==> src/rtl/nn_pkg.sv <==
// rtl/nn_pkg.sv - shared constants and state encoding for the MNIST inference sequencer
package nn_pkg;
  localparam int N_OUT   = 10;
  localparam int LOGIT_W = 6;
  localparam int DIGIT_W = 4;
  localparam int TIMEOUT = 1023;

  localparam logic signed [LOGIT_W-1:0] LOGIT_MIN = {1'b1, {(LOGIT_W-1){1'b0}}};

  typedef enum logic [2:0] {
    ST_IDLE,
    ST_L1_RUN,
    ST_L1_REL,
    ST_L2_RUN,
    ST_L2_REL,
    ST_SCAN,
    ST_DONE,
    ST_ERR
  } state_t;
endpackage

==> src/rtl/nn_argmax_scan.sv <==
// rtl/nn_argmax_scan.sv - running signed argmax over logits presented one per cycle
module nn_argmax_scan
  import nn_pkg::*;
#(
  parameter int LOGIT_W = nn_pkg::LOGIT_W
) (
  input  logic                      clk,
  input  logic                      rst_n,
  input  logic                      clear,
  input  logic                      en,
  input  logic [DIGIT_W-1:0]        addr,
  input  logic signed [LOGIT_W-1:0] data,
  output logic signed [LOGIT_W-1:0] best,
  output logic [DIGIT_W-1:0]        idx
);
  localparam logic signed [LOGIT_W-1:0] MIN_VAL = {1'b1, {(LOGIT_W-1){1'b0}}};

  logic signed [LOGIT_W-1:0] best_q;
  logic [DIGIT_W-1:0]        idx_q;

  // best/idx already include this cycle's compare so the last logit is
  // folded in on the same cycle it is read.
  always_comb begin
    best = best_q;
    idx  = idx_q;
    if (clear) begin
      best = MIN_VAL;
      idx  = '0;
    end else if (en && (data > best_q)) begin
      best = data;
      idx  = addr;
    end
  end

  always_ff @(posedge clk or negedge rst_n) begin
    if (!rst_n) begin
      best_q <= MIN_VAL;
      idx_q  <= '0;
    end else begin
      best_q <= best;
      idx_q  <= idx;
    end
  end
endmodule

==> src/rtl/nn_infer_ctrl.sv <==
// rtl/nn_infer_ctrl.sv - layer 1 / layer 2 sequencing, logit argmax scan and per-phase watchdog
module nn_infer_ctrl
  import nn_pkg::*;
#(
  parameter int N_OUT   = nn_pkg::N_OUT,
  parameter int LOGIT_W = nn_pkg::LOGIT_W,
  parameter int TIMEOUT = nn_pkg::TIMEOUT
) (
  input  logic                      clk,
  input  logic                      rst_n,
  input  logic                      start,
  output logic                      busy,
  output logic                      result_valid,
  output logic [DIGIT_W-1:0]        digit,
  output logic signed [LOGIT_W-1:0] best_logit,
  output logic                      error,
  output logic                      l1_start,
  input  logic                      l1_done,
  output logic                      l2_start,
  input  logic                      l2_done,
  output logic [DIGIT_W-1:0]        l2_read_addr,
  input  logic signed [LOGIT_W-1:0] l2_read_data
);
  localparam int                 WD_W      = $clog2(TIMEOUT + 1);
  localparam logic [WD_W-1:0]    WD_LIMIT  = WD_W'(TIMEOUT - 1);
  localparam logic [DIGIT_W-1:0] LAST_ADDR = DIGIT_W'(N_OUT - 1);

  state_t                    state, state_n;
  logic [WD_W-1:0]           wdog, wdog_n;
  logic                      busy_n, rv_n, err_n, l1s_n, l2s_n;
  logic [DIGIT_W-1:0]        digit_n, addr_n;
  logic signed [LOGIT_W-1:0] best_logit_n;
  logic                      scan_clear, scan_en, in_layer;
  logic signed [LOGIT_W-1:0] scan_best;
  logic [DIGIT_W-1:0]        scan_idx;

  nn_argmax_scan #(.LOGIT_W(LOGIT_W)) u_scan (
    .clk   (clk),
    .rst_n (rst_n),
    .clear (scan_clear),
    .en    (scan_en),
    .addr  (l2_read_addr),
    .data  (l2_read_data),
    .best  (scan_best),
    .idx   (scan_idx)
  );

  always_ff @(posedge clk or negedge rst_n) begin
    if (!rst_n) begin
      state        <= ST_IDLE;
      wdog         <= '0;
      busy         <= 1'b0;
      result_valid <= 1'b0;
      error        <= 1'b0;
      l1_start     <= 1'b0;
      l2_start     <= 1'b0;
      digit        <= '0;
      best_logit   <= '0;
      l2_read_addr <= '0;
    end else begin
      state        <= state_n;
      wdog         <= wdog_n;
      busy         <= busy_n;
      result_valid <= rv_n;
      error        <= err_n;
      l1_start     <= l1s_n;
      l2_start     <= l2s_n;
      digit        <= digit_n;
      best_logit   <= best_logit_n;
      l2_read_addr <= addr_n;
    end
  end

  always_comb begin
    state_n      = state;
    busy_n       = busy;
    rv_n         = result_valid;
    err_n        = error;
    l1s_n        = l1_start;
    l2s_n        = l2_start;
    digit_n      = digit;
    best_logit_n = best_logit;
    addr_n       = l2_read_addr;
    wdog_n       = '0;
    scan_clear   = 1'b0;
    scan_en      = 1'b0;
    in_layer     = 1'b0;

    case (state)
      ST_IDLE, ST_DONE, ST_ERR: begin
        if (start) begin
          state_n      = ST_L1_RUN;
          rv_n         = 1'b0;
          err_n        = 1'b0;
          digit_n      = '0;
          best_logit_n = '0;
          busy_n       = 1'b1;
          l1s_n        = 1'b1;
        end
      end
      ST_L1_RUN: begin
        in_layer = 1'b1;
        if (l1_done) begin
          l1s_n   = 1'b0;
          state_n = ST_L1_REL;
        end
      end
      ST_L1_REL: begin
        in_layer = 1'b1;
        if (!l1_done) begin
          l2s_n   = 1'b1;
          state_n = ST_L2_RUN;
        end
      end
      ST_L2_RUN: begin
        in_layer = 1'b1;
        if (l2_done) begin
          l2s_n   = 1'b0;
          state_n = ST_L2_REL;
        end
      end
      ST_L2_REL: begin
        in_layer = 1'b1;
        if (!l2_done) begin
          addr_n     = '0;
          scan_clear = 1'b1;
          state_n    = ST_SCAN;
        end
      end
      ST_SCAN: begin
        scan_en = 1'b1;
        if (l2_read_addr == LAST_ADDR) begin
          digit_n      = scan_idx;
          best_logit_n = scan_best;
          rv_n         = 1'b1;
          busy_n       = 1'b0;
          state_n      = ST_DONE;
        end else begin
          addr_n = l2_read_addr + 1'b1;
        end
      end
      default: state_n = ST_IDLE;
    endcase

    // Watchdog restarts on every phase change; a stalled phase gets TIMEOUT cycles.
    if (in_layer && (state_n == state)) begin
      if (wdog == WD_LIMIT) begin
        state_n = ST_ERR;
        l1s_n   = 1'b0;
        l2s_n   = 1'b0;
        busy_n  = 1'b0;
        err_n   = 1'b1;
      end else begin
        wdog_n = wdog + 1'b1;
      end
    end
  end
endmodule

==> config.mk <==
export PLATFORM = sky130hd
export DESIGN_NAME = nn_infer_ctrl
export DESIGN_NICKNAME = d
export VERILOG_FILES = /design/src/rtl/nn_pkg.sv /design/src/rtl/nn_argmax_scan.sv /design/src/rtl/nn_infer_ctrl.sv
export SDC_FILE = /design/constraint.sdc
export NUM_CORES = 1
export LEC_CHECK = 0
export BUFFER_PORTS_ARGS = -buffer_cell sky130_fd_sc_hd__buf_2
export CAP_MARGIN = 0
export CORE_MARGIN = 2
export CORE_UTILIZATION = 30
export DETAILED_ROUTE_END_ITERATION = 16
export PLACE_DENSITY = 0.55
export SKIP_CTS_REPAIR_TIMING = 1
export SLEW_MARGIN = 30
export SYNTH_ARGS = -nofsm -noshare
export SYNTH_HDL_FRONTEND = slang
export SYNTH_SLANG_ARGS = --single-unit
==> constraint.sdc <==
create_clock -name clk -period 2.3 [get_ports clk]
set_clock_uncertainty 0.2 [all_clocks]
set_input_delay 0.23 -clock clk [delete_from_list [all_inputs] [get_ports clk]]
set_output_delay 0.23 -clock clk [all_outputs]
set_load 0.02 [all_outputs]
Word level (Yosys, flattened, before mapping)
Cells that the tools add are included.

storage, ports and cells
  flip-flop bits (word level) = 42
  input port bits = 11
  output and inout port bits = 19

operators by class
  mux-type cells = 50
  add/sub/neg operators = 2
  reduce and logical (&&, ||, !) cells = 9
  order comparisons = 1
  eq/ne operators = 14

operator list
  kind                   number
  $mux 3                 8
  $mux 4                 6
  $mux 6                 4
  $mux 1                 22
  $mux 10                2
  $pmux 3 s6             1
  $pmux 4 s2             2
  $eq 3x3->1 const B     4
  $pmux 6 s2             1
  $add 10x1->10 const B  1
  $eq 10x10->1 const B   1
  $ne 2x2->1 const B     4
  $pmux 1 s2             4
  $eq 3x2->1 const B     2
  $gt 6x6->1             1
  $reduce_and 3->1       2
  $add 4x1->4 const B    1
  $eq 4x4->1 const B     1
  $reduce_bool 2->1      2
  $reduce_or 4->1        1
  $eq 3x1->1 const B     1
  $eq 3x3->1             1
  $logic_not 3->1        1
  $reduce_or 3->1        1
  $logic_and 1x1->1      2

Logic depth before layout (Yosys ltp)
  depth after elaboration = 7
  mapped depth = 8
  mapped depth without buffers = 7

By module
From an unflattened synthesis, not the netlist that was laid out.

second synthesis, totals
  cells, all modules = 234
  area total of the unflattened synthesis = 2384.8 sq um

by module, submodules not included
  module          area an instance (sq um)  seq. area each (sq um)  instances  cells an instance
  nn_infer_ctrl   1730.4                    800.8                   1          169
  nn_argmax_scan  654.4                     251.5                   1          65

Worst setup path before layout
OpenSTA, ideal clock, no wires.

  kind = register to register
  start = register u_scan.best_q[5]
  end = register digit[0]
  cell stages (with the launch flop) = 9
  period minus slack after synthesis = 2.158 ns
  path slack = 0.142 ns
  arrival time = 1.828 ns
  buffers on the path = 1
  cells stage by stage = dfstp_2 -> inv_1 -> ha_1 -> nand4_1 -> o21bai_1 -> a31oi_4 -> buf_6 -> mux2i_1 -> o21ai_1

on the way
  longest elaborated chain between the ends = 6

RTL lines
  item                    line                  RTL
  from (decl)             nn_argmax_scan.sv:18  logic signed [LOGIT_W-1:0] best_q;
  from (signal assigned)  nn_argmax_scan.sv:40  best_q <= best;
  $gt 6x6->1              nn_argmax_scan.sv:29  end else if (en && (data > best_q)) begin
  $logic_and 1x1->1       nn_argmax_scan.sv:29
  $mux 4                  nn_argmax_scan.sv:29
  $mux 4                  nn_argmax_scan.sv:26  if (clear) begin
  $mux 4                  nn_infer_ctrl.sv:132  if (l2_read_addr == LAST_ADDR) begin
  $pmux 4 s2              nn_infer_ctrl.sv:89   case (state)
  to (signal assigned)    nn_infer_ctrl.sv:68   digit <= digit_n;
  to (decl)               nn_infer_ctrl.sv:14   output logic [DIGIT_W-1:0] digit,

No other way between the ends. The select of a mux whose other input is x is not followed.
A chain may end at the register's enable or synchronous reset.

Worst setup path after layout
  start = register u_scan.best_q[5]
  end = register best_logit[1]

on the way
  longest elaborated chain between the ends = 6

RTL lines
  item                  line                  RTL
  $gt 6x6->1            nn_argmax_scan.sv:29
  $logic_and 1x1->1     nn_argmax_scan.sv:29
  $mux 6                nn_argmax_scan.sv:29
  $mux 6                nn_argmax_scan.sv:26
  $mux 6                nn_infer_ctrl.sv:132
  $pmux 6 s2            nn_infer_ctrl.sv:89
  to (signal assigned)  nn_infer_ctrl.sv:69   best_logit <= best_logit_n;
  to (decl)             nn_infer_ctrl.sv:15   output logic signed [LOGIT_W-1:0] best_logit,

No other way between the ends. The select of a mux whose other input is x is not followed.

==> run_results.csv <==
group,metric,value,unit
outcome,status,"finished clean",
layout,final-instance-count-excl-fill,351,
layout,fin_area,0.00262,mm2
synth,syn_nets,236,
synth,syn_inst,215,
setup_path,ff2ff_setup_slack,0.11,ns
synth,ys_types,40,
route,dr_total_vias,1574,
layout,final_nets,275,
floorplan,fp.dieArea,0.00772,mm2
sta,fmax,0.456,GHz
synth,ys_top_cells_by_area,"dfrtp_1, ha_1, mux2i_1",
clock_tree,numClockSinks,42,
sta,hold_slack,0.0253,ns
route,drc,0,
route,firstDrtPassIters,4,
run,drv_cap,0,
clock_tree,path_clk_slew,0.09,ns
route,wire_per_inst,12.2,um
pwr,ir_worst_vdd,0.000524,V
clock_tree,clock_latency,0.29,ns
floorplan,row_count,30,
global_route,grt_pass1_vias,1523,
pwr,power_density,1170,mW/mm2
route,wirelength,4300,um
clock_tree,htreeDepth,2,
sta,setup_slack,0.108,ns
floorplan,core,0.00679,mm2
setup_path,r2r_end,"best_logit[1]",
route,drtIter0Drc,31,
synth,synth_area_per_cell,9.82,um2
placed_design,port_buffers,29,
setup_path,reg2reg_from,"u_scan.best_q[5]",
sta,drv_slew,0,
layout,antennaDiodeCount,0,
sta,finalCriticalPeriod,2.19,ns
synth,synth_top_area_share,48.6,%
route,ant_nets,0,
sta,slew_headroom,62.9,%
placed_design,globalplace.congestion,0.765,
floorplan,start_util,31.1,%
synth,synth_top_area_cell,"dfrtp_1",
setup_path,end_kind,"register",
floorplan,die_w,87.9,um
synth,yosysWarningCount,0,
setup_path,cp.required,2.28,ns
floorplan,die_y,87.9,um
layout,syn2layout_area_growth,23.9,%
worst_hold_path,hp-class,"in -> reg",
global_route,grt-ovfl-total,0,
sta,tightest_slew,0.557,ns
clock_tree,cts_tree,"done",
global_route,grt.total_usage,11.8,%
global_route,grt_pass1_wl,7140,um
pwr,p_leak,0.00122,uW
placed_design,postPlaceCellArea,0.00241,mm2
synth,synth_seq_area_share,49.9,%
placed_design,dp_cells,341,
layout,drive_gt1_share,24.7,%
sta,timing.final.crit_share,95.3,%
clock_tree,cts_root_buffer,"clkbuf_8",
setup_path,crit_start,"u_scan.best_q[5]",
setup_path,worstPathMaxFanout,4,
clock_tree,cts_made_buffers,5,
floorplan,boundaryPins,30,
global_route,grt_max_degree,26,
sta,finalHoldViolCount,0,
setup_path,critical_path.endpoint,"best_logit[1]",
setup_path,crit_type,"reg -> reg",
placed_design,post-place-ws,0.00500,ns
setup_path,start_kind,"register",
setup_path,rr_worst_depth,8,
global_route,antenna_found_initial,0,
placed_design,dp_hpwl,3090,um
clock_tree,clockBufferDepth,2,
route,vias_per_cell,4.48,
synth,ys_ff_latch,42,
sta,setup_violations,0,
pwr,p_total,3060,uW
synth,syn_area,0.00211,mm2
setup_path,crit_arrival,2.17,ns
==> critical path, stage by stage, from the launching register on <==
cell	delay, ns
dfstp_2	0.54
inv_1	0.06
ha_4	0.27
nand4_1	0.10
o21bai_2	0.23
a31oi_4	0.16
buf_6	0.17
mux2i_2	0.25
o21ai_1	0.10
==> power by group <==
part	internal (uW)	switching (uW)	total, uW
Sequential	944	209	1150
Clock	324	257	581
Combinational	618	710	1330
Total	1890	1180	3060
==> sequential cells by signal, indices dropped and copies added, names as in the netlist <==
name           cells
best_logit         6
busy               1
digit              4
error              1
l1_start           1
l2_read_addr       4
l2_start           1
result_valid       1
state              3
u_scan.best_q      6
u_scan.idx_q       4
wdog              10
==> kinds of logic (layout without fill, tap and decap cells) <==
kind of cell,count (synthesis),count (layout),synth area share (%)
buffers and inverters,20,60,4.03
adder cells (fa/ha/maj),10,10,5.93
flip-flops,42,42,49.9
AND/OR/NAND/NOR,85,85,19.3
XOR/XNOR,10,10,4.15
AO/OA/AOI/OAI,37,37,11.6
multiplexers,11,11,5.22
==> final cells by class <==
class	count	area, um2
fill	691	4180
sequential	42	1050
multi-input combinational	153	1050
timing repair buffer	41	245
tap	96	120
clock buffer	6	72.6
inverter	11	41.3
clock inverter	2	37.5
==> synthesized netlist by cell type <==
library cell	count
o21ba_2	1
nor2_1	24
a21oi_1	5
nand2_2	1
mux2i_1	11
a21o_1	1
o2111ai_1	1
o21ai_1	10
clkbuf_1	6
or3_1	1
xnor2_1	3
a311o_1	1
o221ai_2	1
and4_1	1
o21ai_0	9
nand4_1	3
inv_1	11
o31ai_1	2
and3_1	4
a31oi_1	1
nor2b_1	3
dfstp_2	1
buf_2	2
nand2b_1	3
nand3_1	4
buf_6	1
or2b_1	1
o211ai_1	2
and3b_4	1
nor3b_1	1
o21bai_1	2
nand3b_1	2
nand2_1	29
ha_1	10
nand4b_1	1
nor3_1	3
and2_1	3
dfrtp_1	41
a31oi_4	1
xor2_1	7
==> how the worst min path moves through the flow <==
stage / startpoint / endpoint / cells past startpoint
final: l2_read_data[4] / u_scan.best_q[4] / 3
after global routing: l2_read_data[4] / u_scan.best_q[4] / 3
after detailed placement: rst_n / best_logit[3] / 1
after floorplan: rst_n / best_logit[0] / 0
after global placement: rst_n / best_logit[3] / 1
after CTS: rst_n / best_logit[3] / 1
==> per-stage QoR <==
step                      util, %  setup TNS, ns
after floorplan                 -              0
final                        38.5              0
after CTS                    37.1        -0.0224
after global placement       35.4              0
after detailed placement     35.4              0
after global routing         38.5       -0.00824
==> per-layer routing <==
metal | GRT usage [%] | vias up | part of all wire [%]
met5 | 0 | - | 0
met4 | 2.52 | 0 | 0.44
met3 | 3.49 | 2 | 4.0
met2 | 18.9 | 25 | 45
met1 | 15.9 | 741 | 51
li1 | - | 806 | -
==> cells in the final DEF (no fill, tap or decap), drive strengths merged, types with 3 or more instances in the layout <==
master,count
nand2b,3
dfrtp,41
xor2,7
mux2i,11
nor2,24
o21ai,19
nand2,30
nand3,4
nand4,3
buf,40
ha,10
a21oi,5
nor3,3
inv,11
xnor2,3
clkbuf,6
and3,4
and2,3
nor2b,3
(Power assumes the default switching activity.)
